[config.mk]
export PLATFORM = sky130hd
export DESIGN_NAME = sd_cmd_responder
export DESIGN_NICKNAME = d
export VERILOG_FILES = /design/src/rtl/sd_cmd_responder.sv
export SDC_FILE = /design/constraint.sdc
export NUM_CORES = 1
export LEC_CHECK = 0
export CORE_ASPECT_RATIO = 2
export CORE_MARGIN = 4
export CORE_UTILIZATION = 68
export DETAILED_ROUTE_END_ITERATION = 16
export DONT_BUFFER_PORTS = 1
export PLACE_DENSITY_LB_ADDON = 0.1
export SYNTH_ARGS = -nofsm -noshare
export SYNTH_HDL_FRONTEND = slang
export SYNTH_SLANG_ARGS = --single-unit
[constraint.sdc]
create_clock -name clk_clk -period 2.7 [get_ports clk_clk]
set_input_delay 0.54 -clock clk_clk [delete_from_list [all_inputs] [get_ports clk_clk]]
set_output_delay 0.54 -clock clk_clk [all_outputs]
set_load 0.02 [all_outputs]
[src/rtl/sd_cmd_responder.sv]
`timescale 1ns/1ps
// Card-side SD CMD line responder: receives 48-bit host commands, checks framing and CRC7,
// and answers with an R1 response after a programmable NCR gap.
module sd_cmd_responder #(
    parameter int NCR          = 2,
    parameter bit NO_RESP_CMD0 = 1'b1
) (
    input  logic        clk_clk,
    input  logic        reset_reset_n,
    input  logic        sd_clk,
    input  logic        sd_cmd_in,
    output logic        sd_cmd_out,
    output logic        sd_cmd_oe,
    input  logic [31:0] card_status,
    output logic        cmd_valid,
    output logic [5:0]  cmd_index,
    output logic [31:0] cmd_arg,
    output logic        crc_err,
    output logic        busy,
    output logic [2:0]  dbg_state_o
);

    localparam logic [2:0] S_IDLE  = 3'd0;
    localparam logic [2:0] S_RX    = 3'd1;
    localparam logic [2:0] S_CHECK = 3'd2;
    localparam logic [2:0] S_WAIT  = 3'd3;
    localparam logic [2:0] S_TX    = 3'd4;

    function automatic logic [6:0] crc7_next(input logic [6:0] c, input logic b);
        logic fb;
        fb = c[6] ^ b;
        return {c[5:3], c[2] ^ fb, c[1:0], fb};
    endfunction

    logic        clk_s1_q, clk_s2_q, clk_d1_q;
    logic        cmd_s1_q, cmd_s2_q;
    logic        rise, fall;
    logic [2:0]  state_q, state_d;
    logic [6:0]  bit_cnt_q, bit_cnt_d;
    logic [46:0] rx_sr_q, rx_sr_d;
    logic [6:0]  rx_crc_q, rx_crc_d;
    logic [39:0] tx_sr_q, tx_sr_d;
    logic [6:0]  tx_crc_q, tx_crc_d;
    logic [5:0]  tx_cnt_q, tx_cnt_d;
    logic        out_q, out_d, oe_q, oe_d;
    logic        valid_q, valid_d, err_q, err_d;
    logic [5:0]  idx_q, idx_d;
    logic [31:0] arg_q, arg_d;
    logic        tx_bit;
    logic [39:0] tx_sr_nxt;
    logic [6:0]  tx_crc_nxt;

    assign rise = clk_s2_q & ~clk_d1_q;
    assign fall = ~clk_s2_q & clk_d1_q;

    // Response bit for slot tx_cnt_q: 40 payload bits feed the CRC, then 7 CRC bits, then the end bit.
    always_comb begin
        tx_bit     = 1'b1;
        tx_sr_nxt  = tx_sr_q;
        tx_crc_nxt = tx_crc_q;
        if (tx_cnt_q < 6'd40) begin
            tx_bit     = tx_sr_q[39];
            tx_sr_nxt  = {tx_sr_q[38:0], 1'b0};
            tx_crc_nxt = crc7_next(tx_crc_q, tx_sr_q[39]);
        end else if (tx_cnt_q < 6'd47) begin
            tx_bit     = tx_crc_q[6];
            tx_crc_nxt = {tx_crc_q[5:0], 1'b0};
        end
    end

    always_comb begin
        state_d   = state_q;
        bit_cnt_d = bit_cnt_q;
        rx_sr_d   = rx_sr_q;
        rx_crc_d  = rx_crc_q;
        tx_sr_d   = tx_sr_q;
        tx_crc_d  = tx_crc_q;
        tx_cnt_d  = tx_cnt_q;
        out_d     = out_q;
        oe_d      = oe_q;
        valid_d   = 1'b0;
        err_d     = 1'b0;
        idx_d     = idx_q;
        arg_d     = arg_q;
        case (state_q)
            S_IDLE: begin
                if (rise && !cmd_s2_q) begin
                    state_d   = S_RX;
                    bit_cnt_d = 7'd46;
                    rx_sr_d   = {46'd0, cmd_s2_q};
                    rx_crc_d  = 7'd0;
                end
            end
            S_RX: begin
                if (rise) begin
                    rx_sr_d = {rx_sr_q[45:0], cmd_s2_q};
                    if (bit_cnt_q >= 7'd8) rx_crc_d = crc7_next(rx_crc_q, cmd_s2_q);
                    if (bit_cnt_q == 7'd0) state_d = S_CHECK;
                    else bit_cnt_d = bit_cnt_q - 7'd1;
                end
            end
            S_CHECK: begin
                state_d = S_IDLE;
                // Frames with a card transmission bit or a missing end bit are dropped silently.
                if (rx_sr_q[46] && rx_sr_q[0]) begin
                    if (rx_crc_q != rx_sr_q[7:1]) begin
                        err_d = 1'b1;
                    end else begin
                        valid_d   = 1'b1;
                        idx_d     = rx_sr_q[45:40];
                        arg_d     = rx_sr_q[39:8];
                        tx_sr_d   = {2'b00, rx_sr_q[45:40], card_status};
                        tx_crc_d  = 7'd0;
                        tx_cnt_d  = 6'd0;
                        bit_cnt_d = 7'(NCR);
                        if (!(NO_RESP_CMD0 && rx_sr_q[45:40] == 6'd0)) state_d = S_WAIT;
                    end
                end
            end
            S_WAIT: begin
                if (rise && bit_cnt_q != 7'd0) bit_cnt_d = bit_cnt_q - 7'd1;
                if (fall && bit_cnt_q == 7'd0) begin
                    state_d  = S_TX;
                    out_d    = tx_bit;
                    oe_d     = 1'b1;
                    tx_sr_d  = tx_sr_nxt;
                    tx_crc_d = tx_crc_nxt;
                    tx_cnt_d = tx_cnt_q + 6'd1;
                end
            end
            S_TX: begin
                if (fall) begin
                    if (tx_cnt_q == 6'd48) begin
                        state_d = S_IDLE;
                        oe_d    = 1'b0;
                        out_d   = 1'b1;
                    end else begin
                        out_d    = tx_bit;
                        oe_d     = 1'b1;
                        tx_sr_d  = tx_sr_nxt;
                        tx_crc_d = tx_crc_nxt;
                        tx_cnt_d = tx_cnt_q + 6'd1;
                    end
                end
            end
            default: state_d = S_IDLE;
        endcase
    end

    always_ff @(posedge clk_clk) begin
        if (!reset_reset_n) begin
            clk_s1_q  <= 1'b0;
            clk_s2_q  <= 1'b0;
            clk_d1_q  <= 1'b0;
            cmd_s1_q  <= 1'b1;
            cmd_s2_q  <= 1'b1;
            state_q   <= S_IDLE;
            bit_cnt_q <= 7'd0;
            rx_sr_q   <= '0;
            rx_crc_q  <= 7'd0;
            tx_sr_q   <= '0;
            tx_crc_q  <= 7'd0;
            tx_cnt_q  <= 6'd0;
            out_q     <= 1'b1;
            oe_q      <= 1'b0;
            valid_q   <= 1'b0;
            err_q     <= 1'b0;
            idx_q     <= 6'd0;
            arg_q     <= 32'd0;
        end else begin
            clk_s1_q  <= sd_clk;
            clk_s2_q  <= clk_s1_q;
            clk_d1_q  <= clk_s2_q;
            cmd_s1_q  <= sd_cmd_in;
            cmd_s2_q  <= cmd_s1_q;
            state_q   <= state_d;
            bit_cnt_q <= bit_cnt_d;
            rx_sr_q   <= rx_sr_d;
            rx_crc_q  <= rx_crc_d;
            tx_sr_q   <= tx_sr_d;
            tx_crc_q  <= tx_crc_d;
            tx_cnt_q  <= tx_cnt_d;
            out_q     <= out_d;
            oe_q      <= oe_d;
            valid_q   <= valid_d;
            err_q     <= err_d;
            idx_q     <= idx_d;
            arg_q     <= arg_d;
        end
    end

    assign sd_cmd_out  = out_q;
    assign sd_cmd_oe   = oe_q;
    assign cmd_valid   = valid_q;
    assign crc_err     = err_q;
    assign cmd_index   = idx_q;
    assign cmd_arg     = arg_q;
    assign busy        = (state_q != S_IDLE);
    assign dbg_state_o = state_q;

endmodule

# After elaboration in Yosys (flattened, before gate mapping)
# Index checks and enable logic that the tools add are counted.
[totals] input_bits=36 ff_bits=164 output_inout_bits=46 elab_cells=129
[op_classes] addsub=2 eq_ne=18 mux=57 magnitude_cmp=3 bitwise_logic=9 reduce_logical=22
[ops] cell="$mux W40" count=6
[ops] cell="$pmux W40 S3" count=1
[ops] cell="$mux W7" count=16
[ops] cell="$mux W47" count=2
[ops] cell="$pmux W47 S2" count=1
[ops] cell="$mux W6" count=5
[ops] cell="$pmux W7 S4" count=1
[ops] cell="$ne A2 B2 Y1 const B" count=12
[ops] cell="$pmux W7 S3" count=1
[ops] cell="$mux W3" count=6
[ops] cell="$pmux W6 S3" count=1
[ops] cell="$pmux W3 S5" count=1
[ops] cell="$pmux W7 S2" count=1
[ops] cell="$lt A6 B6 Y1 const B" count=2
[ops] cell="$reduce_and A3 Y1" count=4
[ops] cell="$reduce_and A6 Y1" count=2
[ops] cell="$mux W1" count=10
[ops] cell="$ge A7 B4 Y1 const B" count=1
[ops] cell="$logic_not A7 Y1" count=1
[ops] cell="$ne A7 B7 Y1" count=1
[ops] cell="$reduce_and A7 Y1" count=1
[ops] cell="$reduce_bool A7 Y1" count=1
[ops] cell="$sub A7 B1 Y7 const B" count=1
[ops] cell="$add A6 B1 Y6 const B" count=1
[ops] cell="other kinds (17)" count=32

# Logic depth before layout (Yosys ltp)
[logic_depth] depth_word=6 depth_mapped=9 mapped_depth_nobuf=7

# Worst setup path after synthesis
# Ideal clock, no wire load.
[synth_timing] kind="flip-flop to flip-flop" from="register state_q[1], in the netlist dbg_state_o[1]" to="register tx_sr_q[10]" slack_ps=685 n_path_buf=4 required_time_ps=2611 arrival_time_ps=1927 period_less_slack_ps=2015 path_stages_with_launch=9 path_cell_list="dfxtp_1 buf_2 or3b_4 a21o_1 buf_6 and3_1 buf_2 buf_6 a311oi_2"
[synth_via] elab_chain_cells=3
[synth_lines] item="start, declared" line="38" text="logic [2:0] state_q, state_d;"
[synth_lines] item="start signal, assigned" line="176" text="state_q <= state_d;"
[synth_lines] item="$eq A3 B3 Y1 or $eq A3 B2 Y1 (tied branches)" line="85" text="case (state_q)"
[synth_lines] item="$ne A2 B2 Y1 (no line) or $reduce_bool A3 Y1 (tied branches)"
[synth_lines] item="$reduce_and A6 Y1 (no line)"
[synth_lines] item="end signal, assigned" line="180" text="tx_sr_q <= tx_sr_d;"
[synth_lines] item="end, declared" line="42" text="logic [39:0] tx_sr_q, tx_sr_d;"
# Several ways; a longest one is shown, not always the timed one.
# A chain may end at the register's enable or synchronous reset.

# Final worst setup path
[layout_timing] from="register state_q[1], in the netlist dbg_state_o[1]" to="register tx_sr_q[20]"
# Same word-level chain as after synthesis.

==> impl_metrics.py <==
metrics = {
    "sta": {
        "finalSetupTns_ns": 0,
        "tightest_slew_ns": 0.792,
        "max_freq_mhz": 404,
        "period_minus_slack_ns": 2.47,
        "finalHoldViolations": 0,
        "max_slew_margin_pct": 46.7,
        "setup_viol": 0,
        "skew_ns": 0.0140,
        "period_share_pct": 91.6,
        "rsz0062_at_grt": "false",
        "setup_slack_ns": 0.226,
        "slew_violations": 0,
    },
    "finish": {
        "areaGrowthSynthToFinish_pct": 9.84,
        "nets": 779,
        "final_layout_size_suffix_gt1_share_pct": 14.0,
        "finish.utilization_pct": 76.8,
        "antenna_cells": 0,
    },
    "yosys": {
        "yosysTopAreaCellShare_pct": 46.0,
        "synth_top_area_cell": "dfxtp_1",
        "yosys.area_share.xor_xnor_pct": 1.35,
        "synthesis.nets": 809,
        "synth_cell_types": 65,
        "synth_area_per_cell_sq_um": 9.29,
        "synthTopCellsByArea": "dfxtp_1 (46%), a311oi_2 (7.8%), mux2i_1 (7.0%)",
        "synth-simple-area-share_pct": 17.5,
        "yosysSeqAreaShare_pct": 46.0,
        "synth_compound_area_share_pct": 22.6,
        "synth_top_family_by_area": "compound AO/OA/AOI/OAI gates",
        "syn_inst": 769,
        "synth_ff_type": "dfxtp_1",
        "yosys.area_share.adder_pct": 0.701,
        "synthMuxAreaShare_pct": 7.01,
        "async_flop_share_pct": 0,
        "ys_seq_elements": 164,
        "synth_edf_count": 0,
        "yosys_warnings": 0,
        "syn_area_sq_um": 7140,
    },
    "global_route": {
        "overflow": 0,
        "grt_pass1_vias": 5697,
        "grtUsageTotal_pct": 26.8,
        "grt_pass1_wl_mm": 26.7,
        "grt_max_degree": 48,
        "antenna_found_initial": 0,
    },
    "clock_network": {
        "htreeDepth": 4,
        "cts_tree": "built",
        "cts-root-buf": "clkbuf_16",
        "cts_buffers": 17,
        "cts.sinks": 164,
        "cts.clk_slew.worst_paths_ns": 0.07,
        "post-cts-setup-buffer-count": 0,
        "ctsHoldBuffers": 0,
        "cts-resized-gates": 0,
        "cts_buffer_depth": 2,
        "clk_latency_ns": 0.43,
    },
    "detailed_routing": {
        "wl_met3_um": 917,
        "top_layer": "met4",
        "drc": 0,
        "drt_first_pass_iters": 5,
        "drt-met1-wl_mm": 5.99,
        "vias_per_cell": 6.44,
        "num_vias": 5710,
        "postRouteAntennaNets": 0,
        "totalWireLength_mm": 16.0,
        "drtIter0Drc": 370,
        "wl_per_cell_um": 18.1,
        "dr_wl_met2_mm": 8.68,
    },
    "worst_setup_path": {
        "path_cells": "buf_4 -> nor3b_1 -> o211ai_1 -> o311ai_4 -> buf_4 -> a31oi_1 -> a311oi_2",
        "critical-path-top-delay-family": "compound AO/OA/AOI/OAI gates",
        "path_class": "reg -> reg",
        "worstPathArrival_ns": 2.81,
        "critPathLaunchType": "register",
        "end_kind": "register",
        "max_stage_delay_ns": 0.46,
        "crit_fanout": 40,
        "crit_slowest_cell": "dfxtp_1",
        "cp.required_ns": 3.04,
        "path_buf_inv": 2,
        "crit_path_frequent_cell": "buf_4",
    },
    "run": {
        "maxCapViolCount": 0,
    },
    "power": {
        "p_sw_mw": 1.15,
        "p_leak_nw": 3.03,
        "vdd_ir_drop_max_mv": 0.767,
        "power_frac_comb_pct": 1.9,
        "clock_power_share_pct": 49.9,
        "p_sw_share_pct": 22.9,
        "seq_power_share_pct": 48.2,
        "powerDensity_nw_per_um2": 642,
        "p_int_mw": 3.89,
    },
    "die": {
        "die_x_um": 80.5,
        "start_util_pct": 69.9,
        "coreArea_sq_um": 10200,
        "rows": 52,
        "ioPinCount": 82,
        "die_y_um": 153,
        "dieArea_sq_um": 12300,
    },
    "status": {
        "outcome": "complete, no violations",
    },
    "placement": {
        "gp_congestion": 0.867,
        "dp_hpwl_mm": 10.4,
        "pre_cts_slack_ns": 0.279,
        "io_buffers": 0,
    },
    "hold_path": {
        "hp-class": "in -> reg",
    },
}
==> metal layers <==
layer	track usage (%)	vias up
li1	-	2722
met1	29.6	2770
met5	0	-
met4	12.0	0
met3	6.07	41
met2	47.4	177
==> final timing paths <==
kind	from	endpoint	slack [ns]	cells after the start
setup / recovery	dbg_state_o[1]	tx_sr_q[20]	0.23	7
hold / removal	reset_reset_n	sd_cmd_out	0.20	1
setup reg to reg	dbg_state_o[1]	tx_sr_q[20]	0.23	7
hold reg to reg	cmd_s1_q	cmd_s2_q	0.41	1
==> final cells by class <==
cell class,count,area [sq um]
timing repair buffer,17,190
fill,732,2370
inverter,8,32.5
clock buffer,18,439
sequential,164,3280
tap,135,169
multi-input combinational,531,3550
clock inverter,14,181
==> power groups by stage <==
stage          Sequential [mW]  Clock [mW]  Combinational [mW]
2_1_floorplan             2.48           0              0.0777
3_3_place_gp              2.48           0              0.0936
3_5_place_dp              2.48           0              0.0955
4_1_cts                   2.43        2.56              0.0958
5_1_grt                   2.43        2.66               0.104
6_report                  2.43        2.51              0.0959
==> sequential cells by signal (all words and copies together) (netlist names), 3 cells and up <==
signal       flops
tx_sr_q         40
rx_crc_q         7
cmd_arg         32
bit_cnt_q        7
tx_cnt_q         6
tx_crc_q         7
cmd_index        6
dbg_state_o      3
rx_sr_q         47
==> cell usage after synthesis (4+ instances only) <==
cell type and n:
dfxtp_1 164, nand3_1 14, ha_1 4, clkbuf_1 42, inv_1 6, a31oi_1 40
buf_6 6, nor3_1 6, and2_1 5, a311oi_2 37, o311ai_0 5, a22oi_1 46
nand2b_1 11, mux2i_1 50, nor2_1 102, nand2_1 104, or3_1 5, o211ai_1 4
a21oi_1 22, o21ai_0 7, xor2_1 8, buf_2 18
==> layout by cell type (no fill, tap or decap), drive strengths merged, types with 4 or more instances in the layout <==
master | Yosys | final
dfxtp | 164 | 164
nand2 | 104 | 104
nor2 | 102 | 102
mux2i | 50 | 50
a22oi | 46 | 46
a31oi | 40 | 40
a311oi | 37 | 37
a21oi | 22 | 22
clkbuf | 42 | 18
buf | 24 | 17
inv | 7 | 17
nand3 | 16 | 16
nand2b | 11 | 11
o21ai | 9 | 9
xor2 | 8 | 8
nor3 | 8 | 8
o311ai | 7 | 7
or3 | 5 | 5
and2 | 5 | 5
or2 | 5 | 5
o211ai | 4 | 4
ha | 4 | 4
==> kinds of logic (layout without fill, tap and decap cells) <==
group / after synthesis / in the layout
buffers and inverters: 74 / 57
multiplexers: 50 / 50
AO/OA/AOI/OAI: 189 / 189
adder cells (fa/ha/maj): 4 / 4
XOR/XNOR: 11 / 11
flip-flops: 164 / 164
AND/OR/NAND/NOR: 277 / 277
==> per-stage QoR <==
| stage | cell area [sq um] | power, mW | std cells | hold WS (ns) |
|---|---|---|---|---|
| 4_1_cts | 7850 | 5.08 | 887 | 0.172 |
| 3_3_place_gp | 7230 | 2.58 | 855 | 0.405 |
| 5_1_grt | 7850 | 5.19 | 887 | 0.183 |
| 6_report | 7850 | 5.04 | 887 | 0.199 |
| 3_5_place_dp | 7230 | 2.58 | 855 | 0.415 |
| 2_1_floorplan | 7140 | 2.56 | 769 | 0.386 |
(Power assumes the default switching activity.)
